==> src/rtl/ex_divider_if.sv <==
// ============================================================================
// Module   : ex_divider_if
// Brief    : Request/response bundle between execute and the iterative divider.
// Revision : 1.0
// ============================================================================
`default_nettype none

interface ex_divider_if #(
    parameter int WIDTH = 64,
    parameter int TAG_W = 5
);
    logic             in_valid;
    logic             in_ready;
    logic [1:0]       op;
    logic             word;
    logic [WIDTH-1:0] a;
    logic [WIDTH-1:0] b;
    logic [TAG_W-1:0] tag_in;
    logic             busy;
    logic             out_valid;
    logic [WIDTH-1:0] result;
    logic [TAG_W-1:0] tag_out;

    modport master (
        output in_valid, op, word, a, b, tag_in,
        input  in_ready, busy, out_valid, result, tag_out
    );

    modport slave (
        input  in_valid, op, word, a, b, tag_in,
        output in_ready, busy, out_valid, result, tag_out
    );
endinterface

`default_nettype wire

==> src/rtl/ex_divider.sv <==
// ============================================================================
// Module   : ex_divider
// Brief    : Iterative radix-2 DIV/DIVU/REM/REMU (+W forms) for execute.
// Revision : 1.0
// ============================================================================
`default_nettype none

module ex_divider #(
    parameter int WIDTH = 64,
    parameter int TAG_W = 5
) (
    input  wire logic    clk,
    input  wire logic    reset,
    input  wire logic    flush,
    ex_divider_if.slave  dif
);
    localparam int CNT_W = $clog2(WIDTH + 1);

    typedef enum logic [1:0] {
        IDLE = 2'd0,
        CALC = 2'd1,
        DONE = 2'd2
    } state_t;

    state_t           state_q;
    logic [1:0]       op_q;
    logic             word_q;
    logic             sa_q;
    logic             sb_q;
    logic [TAG_W-1:0] tag_q;
    logic [TAG_W-1:0] tag_out_q;
    logic [WIDTH-1:0] rem_q;
    logic [WIDTH-1:0] quo_q;
    logic [WIDTH-1:0] div_q;
    logic [CNT_W-1:0] cnt_q;
    logic [WIDTH-1:0] result_q;

    function automatic logic [WIDTH-1:0] wsext(input logic [WIDTH-1:0] x);
        return {{(WIDTH-32){x[31]}}, x[31:0]};
    endfunction

    // Operand preparation at accept
    logic             signed_d;
    logic [WIDTH-1:0] a_eff_d;
    logic [WIDTH-1:0] b_eff_d;
    logic             sa_d;
    logic             sb_d;
    logic [WIDTH-1:0] mag_a_d;
    logic [WIDTH-1:0] mag_b_d;
    logic [WIDTH-1:0] min_eff_d;
    logic             div0_d;
    logic             ovf_d;
    logic [WIDTH-1:0] spec_raw_d;
    logic [WIDTH-1:0] spec_res_d;

    always_comb begin
        signed_d  = ~dif.op[0];
        a_eff_d   = dif.a;
        b_eff_d   = dif.b;
        min_eff_d = {1'b1, {(WIDTH-1){1'b0}}};
        if (dif.word) begin
            a_eff_d   = signed_d ? wsext(dif.a) : {{(WIDTH-32){1'b0}}, dif.a[31:0]};
            b_eff_d   = signed_d ? wsext(dif.b) : {{(WIDTH-32){1'b0}}, dif.b[31:0]};
            min_eff_d = {{(WIDTH-31){1'b1}}, 31'd0};
        end
        sa_d       = signed_d & a_eff_d[WIDTH-1];
        sb_d       = signed_d & b_eff_d[WIDTH-1];
        mag_a_d    = sa_d ? -a_eff_d : a_eff_d;
        mag_b_d    = sb_d ? -b_eff_d : b_eff_d;
        div0_d     = (b_eff_d == '0);
        ovf_d      = signed_d & (a_eff_d == min_eff_d) & (&b_eff_d);
        spec_raw_d = '0;
        if (div0_d)
            spec_raw_d = dif.op[1] ? a_eff_d : '1;
        else if (ovf_d)
            spec_raw_d = dif.op[1] ? '0 : a_eff_d;
        spec_res_d = dif.word ? wsext(spec_raw_d) : spec_raw_d;
    end

    // One restoring-division step plus the sign fixup of its outcome
    logic [WIDTH:0]   trial_d;
    logic             borrow_d;
    logic [WIDTH-1:0] rem_d;
    logic [WIDTH-1:0] quo_d;
    logic [WIDTH-1:0] q_fix_d;
    logic [WIDTH-1:0] r_fix_d;
    logic [WIDTH-1:0] fin_raw_d;
    logic [WIDTH-1:0] fin_d;

    always_comb begin
        trial_d   = {rem_q, quo_q[WIDTH-1]} - {1'b0, div_q};
        borrow_d  = trial_d[WIDTH];
        rem_d     = borrow_d ? {rem_q[WIDTH-2:0], quo_q[WIDTH-1]} : trial_d[WIDTH-1:0];
        quo_d     = {quo_q[WIDTH-2:0], ~borrow_d};
        q_fix_d   = (sa_q ^ sb_q) ? -quo_d : quo_d;
        r_fix_d   = sa_q ? -rem_d : rem_d;
        fin_raw_d = op_q[1] ? r_fix_d : q_fix_d;
        fin_d     = word_q ? wsext(fin_raw_d) : fin_raw_d;
    end

    always_ff @(posedge clk) begin
        if (reset) begin
            state_q   <= IDLE;
            op_q      <= '0;
            word_q    <= 1'b0;
            sa_q      <= 1'b0;
            sb_q      <= 1'b0;
            tag_q     <= '0;
            tag_out_q <= '0;
            rem_q     <= '0;
            quo_q     <= '0;
            div_q     <= '0;
            cnt_q     <= '0;
            result_q  <= '0;
        end else if (flush) begin
            state_q <= IDLE;
        end else begin
            case (state_q)
                IDLE: begin
                    if (dif.in_valid) begin
                        op_q   <= dif.op;
                        word_q <= dif.word;
                        sa_q   <= sa_d;
                        sb_q   <= sb_d;
                        tag_q  <= dif.tag_in;
                        rem_q  <= '0;
                        // W dividends sit in the top half so 32 shifts drain them
                        quo_q  <= dif.word ? {mag_a_d[31:0], {(WIDTH-32){1'b0}}} : mag_a_d;
                        div_q  <= mag_b_d;
                        cnt_q  <= dif.word ? CNT_W'(31) : CNT_W'(WIDTH - 1);
                        if (div0_d || ovf_d) begin
                            result_q  <= spec_res_d;
                            tag_out_q <= dif.tag_in;
                            state_q   <= DONE;
                        end else begin
                            state_q <= CALC;
                        end
                    end
                end
                CALC: begin
                    rem_q <= rem_d;
                    quo_q <= quo_d;
                    if (cnt_q == '0) begin
                        result_q  <= fin_d;
                        tag_out_q <= tag_q;
                        state_q   <= DONE;
                    end else begin
                        cnt_q <= cnt_q - 1'b1;
                    end
                end
                DONE: begin
                    state_q <= IDLE;
                end
                default: begin
                    state_q <= IDLE;
                end
            endcase
        end
    end

    assign dif.in_ready  = (state_q == IDLE);
    assign dif.busy      = (state_q != IDLE);
    assign dif.out_valid = (state_q == DONE);
    assign dif.result    = result_q;
    assign dif.tag_out   = tag_out_q;

endmodule

`default_nettype wire

==> src/flat_wrapper.sv <==
// flat-port wrapper written by rule: the top's interface ports become plain ports
module ex_divider_flat 
#(
    parameter int WIDTH = 64,
    parameter int TAG_W = 5
)
  (clk, reset, flush, dif_in_valid, dif_op, dif_word, dif_a, dif_b, dif_tag_in, dif_in_ready, dif_busy, dif_out_valid, dif_result, dif_tag_out);
  ex_divider_if #(.WIDTH(WIDTH), .TAG_W(TAG_W)) dif_i ();
  input  wire logic clk;
  input  wire logic reset;
  input  wire logic flush;
  input wire logic [$bits(dif_i.in_valid)-1:0] dif_in_valid;
  input wire logic [$bits(dif_i.op)-1:0] dif_op;
  input wire logic [$bits(dif_i.word)-1:0] dif_word;
  input wire logic [$bits(dif_i.a)-1:0] dif_a;
  input wire logic [$bits(dif_i.b)-1:0] dif_b;
  input wire logic [$bits(dif_i.tag_in)-1:0] dif_tag_in;
  output wire logic [$bits(dif_i.in_ready)-1:0] dif_in_ready;
  output wire logic [$bits(dif_i.busy)-1:0] dif_busy;
  output wire logic [$bits(dif_i.out_valid)-1:0] dif_out_valid;
  output wire logic [$bits(dif_i.result)-1:0] dif_result;
  output wire logic [$bits(dif_i.tag_out)-1:0] dif_tag_out;
  assign dif_i.in_valid = dif_in_valid;
  assign dif_i.op = dif_op;
  assign dif_i.word = dif_word;
  assign dif_i.a = dif_a;
  assign dif_i.b = dif_b;
  assign dif_i.tag_in = dif_tag_in;
  assign dif_in_ready = dif_i.in_ready;
  assign dif_busy = dif_i.busy;
  assign dif_out_valid = dif_i.out_valid;
  assign dif_result = dif_i.result;
  assign dif_tag_out = dif_i.tag_out;
  ex_divider #(.WIDTH(WIDTH), .TAG_W(TAG_W)) u_core (.clk(clk), .reset(reset), .flush(flush), .dif(dif_i));
endmodule
==> config.mk <==
export PLATFORM = sky130hd
export DESIGN_NAME = ex_divider_flat
export DESIGN_NICKNAME = d
export VERILOG_FILES = /design/src/rtl/ex_divider_if.sv /design/src/rtl/ex_divider.sv /design/src/flat_wrapper.sv
export SDC_FILE = /design/constraint.sdc
export NUM_CORES = 1
export LEC_CHECK = 0
export BUFFER_PORTS_ARGS = -buffer_cell sky130_fd_sc_hd__buf_2
export CORE_AREA = 2 2 252 254
export CTS_CLUSTER_SIZE = 30
export DETAILED_ROUTE_END_ITERATION = 6
export DIE_AREA = 0 0 254 256
export GPL_TIMING_DRIVEN = 0
export MAX_ROUTING_LAYER = met4
export PLACE_DENSITY = 0.56
export RECOVER_POWER = 50
export SLEW_MARGIN = 20
export SYNTH_ARGS = -nofsm -noshare
export SYNTH_HDL_FRONTEND = slang
export SYNTH_SLANG_ARGS = --single-unit
export TNS_END_PERCENT = 20
==> constraint.sdc <==
create_clock -name clk -period 7.4 [get_ports clk]
set_clock_uncertainty 0.05 [all_clocks]
set_input_delay 1.11 -clock clk [delete_from_list [all_inputs] [get_ports clk]]
set_output_delay 1.11 -clock clk [all_outputs]
set_load 0.1 [all_outputs]
==> parameters.txt <==
Parameter                              Value

Synth
  Complex-gate fraction of the synthesized area ... 0.3150
  Arithmetic-cell share of the synthesized area counting full adders, half adders and majority gates ... 0.03575
  Synth Area in Simple Gates ... 0.2684
  Post-synth EDFFs ... 0
  Main combinational cell family by area after synthesis ... compound AO/OA/AOI/OAI gates
  Cells after synthesis ... 3656
  Number of synthesized register bits ... 279
  Synthesized cell area ... about 0.025 mm²
  Synth Net Count ... 3868
  Most used flip-flop cell after synthesis ... sky130_fd_sc_hd__dfxtp_1
  Syn. warnings ... 0
  Register area share after synthesis ... 0.2198
  Post-synth top area cell ... sky130_fd_sc_hd__dfxtp_1
  Top area cells in the synthesized netlist ... sky130_fd_sc_hd__dfxtp_1 (22%), sky130_fd_sc_hd__nor2_1 (7.5%), sky130_fd_sc_hd__nand2_1 (6.1%)
  Top-area cell type share of the netlist area ... 0.2198
  Xor/xnor cell area share of the yosys netlist ... 0.07893
  Post-synthesis cell type count ... 100
  Multiplexer share of the synthesized area ... 0.02728
  Async S/R FF share, synth ... 0
  Post-Syn Area per Cell ... approximately 7.0 µm²

Cells and area
  Fin area ... between 0.02 and 0.03 mm²
  Flip-flop and latch area ... 0.005585 mm²
  Relative area change from synthesis to final layout ... 13.08%
  Post-route insts no fill ... 4768
  Leading cell type in the layout, fill and taps excluded ... sky130_fd_sc_hd__nor2_1
  Fraction of layout cells with a size suffix above 1 ... 0.08167
  Most used cells in the layout excluding fill and tap cells ... sky130_fd_sc_hd__nor2_1 (505), sky130_fd_sc_hd__nand2_1 (412), sky130_fd_sc_hd__clkbuf_1 (285), sky130_fd_sc_hd__dfxtp_1 (279), sky130_fd_sc_hd__a21oi_1 (278)
  FILL cells ... 6770
  Post-layout nets ... 4108
  Utilization of the core after routing ... 0.4606
  Area used by multi-input combinational logic ... 0.01859 mm²

Worst setup path
  Longest individual stage delay on the worst path ... 490 ps
  Critical path buffer and inverter count ... 6
  Worst reg-to-reg setup slack ... 190 ps
  Largest delay contributor family on the critical path ... compound AO/OA/AOI/OAI gates
  End of the worst register-to-register path ... u_core.dif.result[30]$_SDFFE_PP0P_
  Worst Setup Path Type ... reg -> reg
  Worst setup EP type ... flop
  Startpoint type of the worst setup path ... flop
  Origin of the critical flop-to-flop path ... u_core.rem_q[9]$_SDFFE_PP0P_
  Count of cells along the worst register-to-register path ... 28
  CP Max Fanout ... 19
  Startpoint of the most critical setup path ... u_core.rem_q[9]$_SDFFE_PP0P_
  Standard cell with the maximum stage delay on the critical path ... sky130_fd_sc_hd__or4_1
  Critical Path AT ... 7620 ps
  Required time of the critical path ... 7810 ps

Timing
  RSZ-0062 raised after global routing ... yes
  Crit path time final ... 7214 ps
  Max-slew violation count ... 10
  Final Hold Violating Endpoints ... 0
  Worst setup margin ... 186.2 ps
  Slew at the pin with the worst max-slew slack ... 1584 ps
  Post-route fraction of the period consumed by the critical path ... 0.9748
  Max transition margin ... -0.06723
  Accumulated negative setup slack ... 0 ps
  Count of final setup violators ... 0
  Max frequency ... 0.1386 GHz
  Hold slack final ... around 400 ps

GRT
  Global-route total usage across every layer ... 0.4271
  Largest net degree at the start of global routing ... 20
  Global-route wire length before repair ... around 200000 µm
  Overflow left after global routing ... 0
  Vias in the first global route ... 29.04k
  Antenna violations before repair ... 7

Power
  Gate power share ... 0.313
  Leakage ... roughly 11 nW
  Power density cells ... 171.5 mW/mm²
  Final total power ... 4.927 mW
  Total net switching power ... 1.914 mW
  Clock power share ... 0.357
  Peak ir drop on the vdd network ... 0.1351 mV
  Proportion of total power due to net switching ... 0.3885
  Register share of total power ... 0.330
  Cell internal power dissipation ... 3.013 mW

Place
  Post-place instance area ... 0.02750 mm²
  Number of cells in the design after placement ... roughly 4.7k
  RD Place Congestion ... 1.067
  Half-perimeter wire length after detailed placement ... 113100 µm
  Pre-CTS worst setup slack ... -1786 ps
  Number of buffers inserted by port buffering ... just over 200

Outcome
  Status ... finished, violations left
  Violated checks ... design-rule violations, max-capacitance violations, max-slew violations

Route
  Detail Route Antenna Nets ... 0
  Total vias in the final route ... 31.85k
  Total DRC errors in the routed layout ... 12
  DRT Pass-1 Iters ... 7
  Wirelength, routed ... 139200 µm
  Vias/cell ... 6.680
  Drt first-iter violations ... 4821
  Wire per inst ... 29.20 µm

Clock tree
  Post-CTS Hold Buffers ... 0
  Insertion delay of the later-clocked pin in the worst-skew pair ... 570 ps
  Buffer depth of the longest clock path ... 3
  H-Tree Depth ... 2
  Number of clock buffers inserted by TritonCTS ... 35
  TritonCTS clock tree ... done
  Clock root buffer ... sky130_fd_sc_hd__clkbuf_16
  Sinks on Clock Net ... approximately 280
  Clock input transition at the sequential cells of the worst setup and hold paths ... 60 ps

Worst hold path
  Hold EP ... u_core.dif.result[47]$_SDFFE_PP0P_
  Hold Path Depth ... 2
  Launch instance of the worst min-delay path ... u_core.dif.result[47]$_SDFFE_PP0P_
  Type of the worst min-delay path ... reg -> reg

Floorplan
  DIE AREA ... 0.06502 mm²
  IO Pins ... 212
  Overall die height ... 256 µm
  Placement Rows ... 92
  Effective utilization at floorplan ... 0.4073
  Core area ... 0.06239 mm²
  Width of the die ... between 200 and 300 µm

Run
  Max Cap Viol ... 1
cell type report:
type	count	share of cell area
multi-input combinational	3017	0.6470
sequential	279	0.1944
tap	846	0.03684
clock buffer	45	0.03422
buffer	245	0.03409
timing repair buffer	209	0.03375
inverter	109	0.01433
clock inverter	14	0.005051
antenna	4	0.0003483
state kept, by name (all words and copies together), names as in the netlist:
signal	count
u_core.op_q	1
u_core.tag_q	5
u_core.sb_q	1
u_core.quo_q	64
u_core.dif.tag_out	5
u_core.state_q	2
u_core.rem_q	64
u_core.sa_q	1
u_core.cnt_q	7
u_core.word_q	1
u_core.dif.result	64
u_core.div_q	64
worst register-to-register path, delay by kind of cell (launching register included):
family | cells | cell delay (ps)
AO/OA/AOI/OAI | 11 | 2650
AND/OR/NAND/NOR | 8 | 1960
buffers and inverters | 6 | 1230
adder cells (fa/ha/maj) | 2 | 550
flip-flops | 1 | 420
XOR/XNOR | 1 | 270
how the worst max path moves through the flow:
stage	to	depth (start not counted)
finish	u_core.dif.result[30]$_SDFFE_PP0P_	28
global route	u_core.dif.result[30]$_SDFFE_PP0P_	28
CTS	u_core.dif.result[58]$_SDFFE_PP0P_	29
detailed placement	u_core.dif.result[58]$_SDFFE_PP0P_	28
global placement	u_core.dif.result[58]$_SDFFE_PP0P_	28
floorplan	u_core.dif.result[38]$_SDFFE_PP0P_	30
power groups by stage:
stage / sequential, mW / combinational [mW] / clock, mW
after floorplan: 1.69 / 0.876 / 0
after global placement: 1.65 / 1.46 / 0
after detailed placement: 1.65 / 1.45 / 0
after CTS: 1.62 / 1.47 / 1.76
after global routing: 1.63 / 1.62 / 1.82
final: 1.63 / 1.54 / 1.76
metal layers:
layer	vias up	routed length, µm	global-route usage
li1	14070	-	-
met1	15120	56390	0.5590
met2	2200	57490	0.6110
met3	457	16080	0.09824
met4	0	9237	0.2149
met5	-	0	-
Yosys cell counts (all sizes together) (21+ instances only):
cell    instances
nor2          507
nand2         412
a21oi         283
dfxtp         279
o21ai         270
clkbuf        214
xnor2         129
nor3          119
inv           108
xor2          100
a211oi         75
a22oi          72
ha             71
nor4           68
nand4          67
o211ai         58
or3            51
a311oi         49
nand3          49
o31ai          48
a21o           41
mux2i          40
a222oi         37
buf            37
a31oi          33
or4            33
and2           27
mux2           26
a221oi         25
and3           25
nand2b         23
o41ai          21
cell families (layout without fill, tap and decap cells):
| group | count (synthesis) | in the layout |
|---|---|---|
| xor gates and xnor gates | 229 | 229 |
| muxes | 66 | 66 |
| and+or+nand+nor | 1462 | 1462 |
| adders and majority gates | 72 | 72 |
| other | 0 | 4 |
| DFF | 279 | 279 |
| buffers and inverters | 360 | 622 |
| AOI/OAI and AO/OA | 1188 | 1188 |
repair_timing:
item / CTS / global route
endpoints found under the setup margin: 28 / 21
pin swaps: 2 / 6
resized for setup: 20 / 25
setup buffers: 3 / 3
(Power assumes the default switching activity.)
